==> src/rtl/dm_sba_unit.sv <==
// System bus access engine for the RISC-V debug module: turns sbaddress/sbdata
// CSR accesses into single req/gnt/r_valid bus transactions.
module dm_sba_unit #(
  parameter int BusWidth = 32
) (
  input  logic                  clk_i,
  input  logic                  rst_i,
  input  logic                  dmactive_i,
  output logic                  master_req_o,
  output logic [BusWidth-1:0]   master_add_o,
  output logic                  master_we_o,
  output logic [BusWidth-1:0]   master_wdata_o,
  output logic [BusWidth/8-1:0] master_be_o,
  input  logic                  master_gnt_i,
  input  logic                  master_r_valid_i,
  input  logic [BusWidth-1:0]   master_r_rdata_i,
  input  logic [BusWidth-1:0]   sbaddress_i,
  output logic [BusWidth-1:0]   sbaddress_o,
  input  logic                  sbaddress_write_valid_i,
  input  logic                  sbreadonaddr_i,
  input  logic                  sbautoincrement_i,
  input  logic [2:0]            sbaccess_i,
  input  logic                  sbreadondata_i,
  input  logic [BusWidth-1:0]   sbdata_i,
  input  logic                  sbdata_read_valid_i,
  input  logic                  sbdata_write_valid_i,
  output logic [BusWidth-1:0]   sbdata_o,
  output logic                  sbdata_valid_o,
  output logic                  sbbusy_o,
  output logic                  sberror_valid_o,
  output logic [2:0]            sberror_o
);

  localparam int BeW  = BusWidth / 8;
  localparam int OffW = $clog2(BeW);

  typedef enum logic [2:0] {Idle, Read, Write, WaitRead, WaitWrite} state_e;
  state_e state_q, state_d;

  logic [OffW-1:0]  offset;
  logic             size_err;
  logic [BeW-1:0]   be;
  logic [BusWidth-1:0] addr_inc;

  assign offset   = sbaddress_i[OffW-1:0];
  assign size_err = sbaccess_i > 3'(OffW);
  assign addr_inc = sbaddress_i + (BusWidth'(1) << sbaccess_i);
  assign sbbusy_o = state_q != Idle;

  // Lanes outside the bus word are simply dropped for unaligned accesses.
  always_comb begin
    be = '0;
    for (int b = 0; b < BeW; b++)
      be[b] = (b >= int'(offset)) && (b < int'(offset) + (1 << sbaccess_i));
  end

  always_comb begin
    state_d         = state_q;
    master_req_o    = 1'b0;
    master_we_o     = 1'b0;
    master_add_o    = sbaddress_i;
    master_wdata_o  = '0;
    master_be_o     = '0;
    sbdata_o        = '0;
    sbdata_valid_o  = 1'b0;
    sberror_valid_o = 1'b0;
    sberror_o       = 3'd0;
    sbaddress_o     = sbaddress_i;

    unique case (state_q)
      Idle: begin
        if (sbaddress_write_valid_i && sbreadonaddr_i)   state_d = Read;
        else if (sbdata_write_valid_i)                   state_d = Write;
        else if (sbdata_read_valid_i && sbreadondata_i)  state_d = Read;
      end
      Read, Write: begin
        if (size_err) begin
          sberror_valid_o = 1'b1;
          sberror_o       = 3'd4;
          state_d         = Idle;
        end else begin
          master_req_o = 1'b1;
          master_be_o  = be;
          if (state_q == Write) begin
            master_we_o    = 1'b1;
            master_wdata_o = sbdata_i << {offset, 3'b000};
          end
          if (master_gnt_i) state_d = (state_q == Write) ? WaitWrite : WaitRead;
        end
      end
      WaitRead, WaitWrite: begin
        if (master_r_valid_i) begin
          if (state_q == WaitRead) begin
            sbdata_valid_o = 1'b1;
            sbdata_o       = master_r_rdata_i >> {offset, 3'b000};
          end
          if (sbautoincrement_i) sbaddress_o = addr_inc;
          state_d = Idle;
        end
      end
      default: state_d = Idle;
    endcase

    // An inactive debug module abandons whatever is in flight.
    if (!dmactive_i) begin
      state_d      = Idle;
      master_req_o = 1'b0;
    end
  end

  always_ff @(posedge clk_i or posedge rst_i) begin
    if (rst_i) state_q <= Idle;
    else       state_q <= state_d;
  end

endmodule

==> config.mk <==
export PLATFORM = sky130hd
export DESIGN_NAME = dm_sba_unit
export DESIGN_NICKNAME = d
export VERILOG_FILES = /design/src/rtl/dm_sba_unit.sv
export SDC_FILE = /design/constraint.sdc
export NUM_CORES = 1
export LEC_CHECK = 0
export ABC_AREA = 1
export BUFFER_PORTS_ARGS = -buffer_cell sky130_fd_sc_hd__buf_2
export CORE_AREA = 2 2 117 119
export DETAILED_ROUTE_END_ITERATION = 6
export DIE_AREA = 0 0 119 121
export GPL_TIMING_DRIVEN = 0
export SKIP_CTS_REPAIR_TIMING = 1
export SYNTH_ARGS = -nofsm -noshare
export SYNTH_HDL_FRONTEND = slang
export SYNTH_SLANG_ARGS = --single-unit
export TNS_END_PERCENT = 100
==> constraint.sdc <==
create_clock -name clk_i -period 4.1 [get_ports clk_i]
set_clock_uncertainty 0.05 [all_clocks]
set_input_delay 1.025 -clock clk_i [delete_from_list [all_inputs] [get_ports clk_i]]
set_output_delay 1.025 -clock clk_i [all_outputs]
set_load 0.05 [all_outputs]
==> summary.txt <==
Status
  – Status: finished clean

Floorplanning
  – Rows: between 40 and 50
  – Die area: approximately 14,000 um^2
  – Ports: between 200 and 300
  – Die H: 121 um
  – Die W: 119 um
  – Core ar.: ~13,000 um^2
  – Initial Util: between 20% and 30%

Setup path
  – CP max FO: 6
  – Critical path arrival: between 2 and 3 ns
  – Crit path max-delay cell type: buf_2
  – Worst Path Class, Setup: in -> out
  – Setup crit end kind: output port
  – Worst Setup Start Kind: primary input
  – CP max stage delay: 0.25 ns
  – Worst path bufs/invs: 4
  – Top cell by count, worst path: nand2_1
  – Crit path max-delay family: simple AND/OR/NAND/NOR gates
  – CP cell instances: clkbuf_4 > nor3_2 > ha_2 > fa_2 > nand2_1 > nand3_1 > nand3_1 > nand2_2 > nand2_2 > inv_1 > nand2_1 > nand2_1 > nand2_1 > inv_1 > buf_2
  – Worst endpoint required time: between 3 and 4 ns

Global route
  – Initial antenna violation count: 1
  – Vias in the first global route: 4,484
  – Gr ovfl total: 0
  – Largest net degree at the start of global routing: 11
  – Total GRT Usage: 19.1%
  – First-pass GRT wire length: roughly 22 mm

Synthesis
  – Top_reg_cell synth: dfrtp_1
  – Commonest cells post-synth: 162 x nand2_1, 91 x inv_1, 73 x nor2_1
  – Seq/Total Area, Yosys: around 2.4%
  – Post-synth EDFFs: 0
  – Synth unique cells: 38
  – Mapped Area: roughly 3100 um^2
  – Cells after synthesis: about 610
  – Post-synth top area share: between 10% and 20%
  – #FFs+latches synth: 3
  – Top post-synthesis cells by area: nand2_1 20%, inv_1 11%, buf_4 8.9%, nor2_1 8.8%, nand3_1 6.3%
  – Synthesized area per cell: slightly above 5 um^2
  – Top-count cell post-synth: nand2_1
  – Yosys top cell by area: nand2_1
  – Synth async-reset ratio: 100%
  – Synth warn: 0

Timing
  – Max Fclk: roughly 0.25 GHz
  – Hold Vio Cnt, Final: 0
  – Slew headroom: between 50% and 60%
  – Setup-failing EPs final: 0
  – Slew @ Worst Pin: between 0.6 and 0.7 ns
  – RSZ-0062 raised after global routing: true
  – Min Tclk post-route: approximately 4.0 ns
  – Tcrit/Tclk final: 97.1%
  – Slew Viols, Final: 0
  – Post-Route Setup TNS: 0 ns
  – Worst setup margin: ~0.12 ns

Clocking
  – CTS tree: yes
  – Num CTS Buffers: 3
  – Later-pin clock latency in the skew report: between 0.2 and 0.25 ns
  – Clk root buf: clkbuf_16
  – H-tree Lvls: 1
  – Clock Sinks: 3
  – Clock transition at path regs: roughly 0.030 ns
  – Max Root-Sink Buffers: 2

Routing
  – Via count: 4,787
  – DR pass1 iterations: 5
  – Iter 0 DRT Violations: between 200 and 250
  – DRC: 0
  – Via density: around 4.6
  – DRT antenna net count: 0
  – Final WL: 14.7 mm
  – WL/cell: 14.1 um

Layout
  – Largest regs: state_q x3
  – Fill count: between 1,500 and 2,000
  – Biggest register: state_q
  – Final core utilization: 36.9%
  – Final net count: a little under 1,000
  – Max reg flops: 3
  – Cell Count, Final, Fillers Out: about 1,000
  – Syn-to-layout area delta: 55.4%
  – Share of layout cells above drive strength 1: between 30 and 40%

Flow run
  – Maxcap violations: 0

Place
  – Port bufs: around 250
  – Placer's final routability congestion estimate: 0.873
  – DPL Wire Length: 12.4 mm
  – DP Cell Count: between 1,000 and 1,500
  – Pre-CTS WS: -0.161 ns

Power
  – Leak: just under 3 nW
  – Pwr Density: roughly 180 nW/um^2
  – Maximum vdd ir drop: 0.103 mV

Min path
  – Hold crit path type: reg -> reg
-- cell families (layout without fill, tap and decap cells) --
kind of cell               Yosys count  after routing  share of synthesized area [%]
AOI/OAI and AO/OA                   95             95                           18.9
xor gates and xnor gates            12             12                           3.38
and+or+nand+nor                    333            333                           46.6
muxes                                6              6                           1.93
other                                1              3                          0.121
buffers and inverters              149            404                           22.8
DFF                                  3              3                           2.42
adders and majority gates            9              9                           3.87
-- final timing paths --
check                      slack [ns]           from         endpoint  cells past startpoint
max                              0.12  sbaccess_i[1]  sbaddress_o[18]                     15
min                              0.49     state_q[1]       state_q[1]                      2
max reg2reg                      2.34     state_q[2]       state_q[2]                      5
min reg2reg                      0.49     state_q[1]       state_q[1]                      2
max in group asynchronous        3.27          rst_i       state_q[1]                      2
min in group asynchronous        0.61          rst_i       state_q[2]                      2
-- stage by stage --
stage	hold slack, ns	instance area [um^2]	total power [W]
floorplan	0.435	3120	0.000516
global placement	0.484	4570	0.000715
detailed placement	0.486	4570	0.000716
CTS	0.493	4650	0.000875
global route	0.540	4830	0.000945
finish	0.493	4830	0.000888
-- layout by cell type, fill, tap and decap left out, types with 10 or more instances in the layout --
| cell | instances |
|---|---|
| a22oi_1 | 16 |
| inv_1 | 90 |
| o21ai_0 | 17 |
| buf_4 | 48 |
| nand3_1 | 37 |
| buf_2 | 240 |
| a21oi_1 | 23 |
| o211ai_1 | 11 |
| nor3_1 | 16 |
| nand4_1 | 10 |
| nor2_1 | 71 |
| nand2_1 | 159 |
| or2_2 | 11 |
-- layout make-up --
class	instances	area (um^2)	area share [%]
diodes	1	2.50	0.0518
plain buffers	53	350	7.26
clock buffers	4	78.8	1.63
inverters	96	365	7.57
multi-input cells	457	2410	50.0
flip-flops and latches	3	75.1	1.56
well taps	176	220	4.56
repair buffers	251	1320	27.3
-- routing by layer --
metal / track usage [%] / up-vias / routed length, um
li1: - / 2439 / -
met1: 22.1 / 2077 / 5830
met2: 35.3 / 249 / 7280
met3: 2.96 / 22 / 1210
met4: 7.44 / 0 / 400
met5: 0 / - / 0
-- tightest hold or removal path: stages (launching register included) --
cell and delay [ns]:
dfrtp_1 0.38, nand2_1 0.07, nand2_1 0.06
-- where the power goes --
part	internal [W]	switching [W]
combinational	0.000201	0.000490
clock	0.000128	0.0000265
sequential	0.0000353	0.00000723
(Power assumes the default switching activity.)
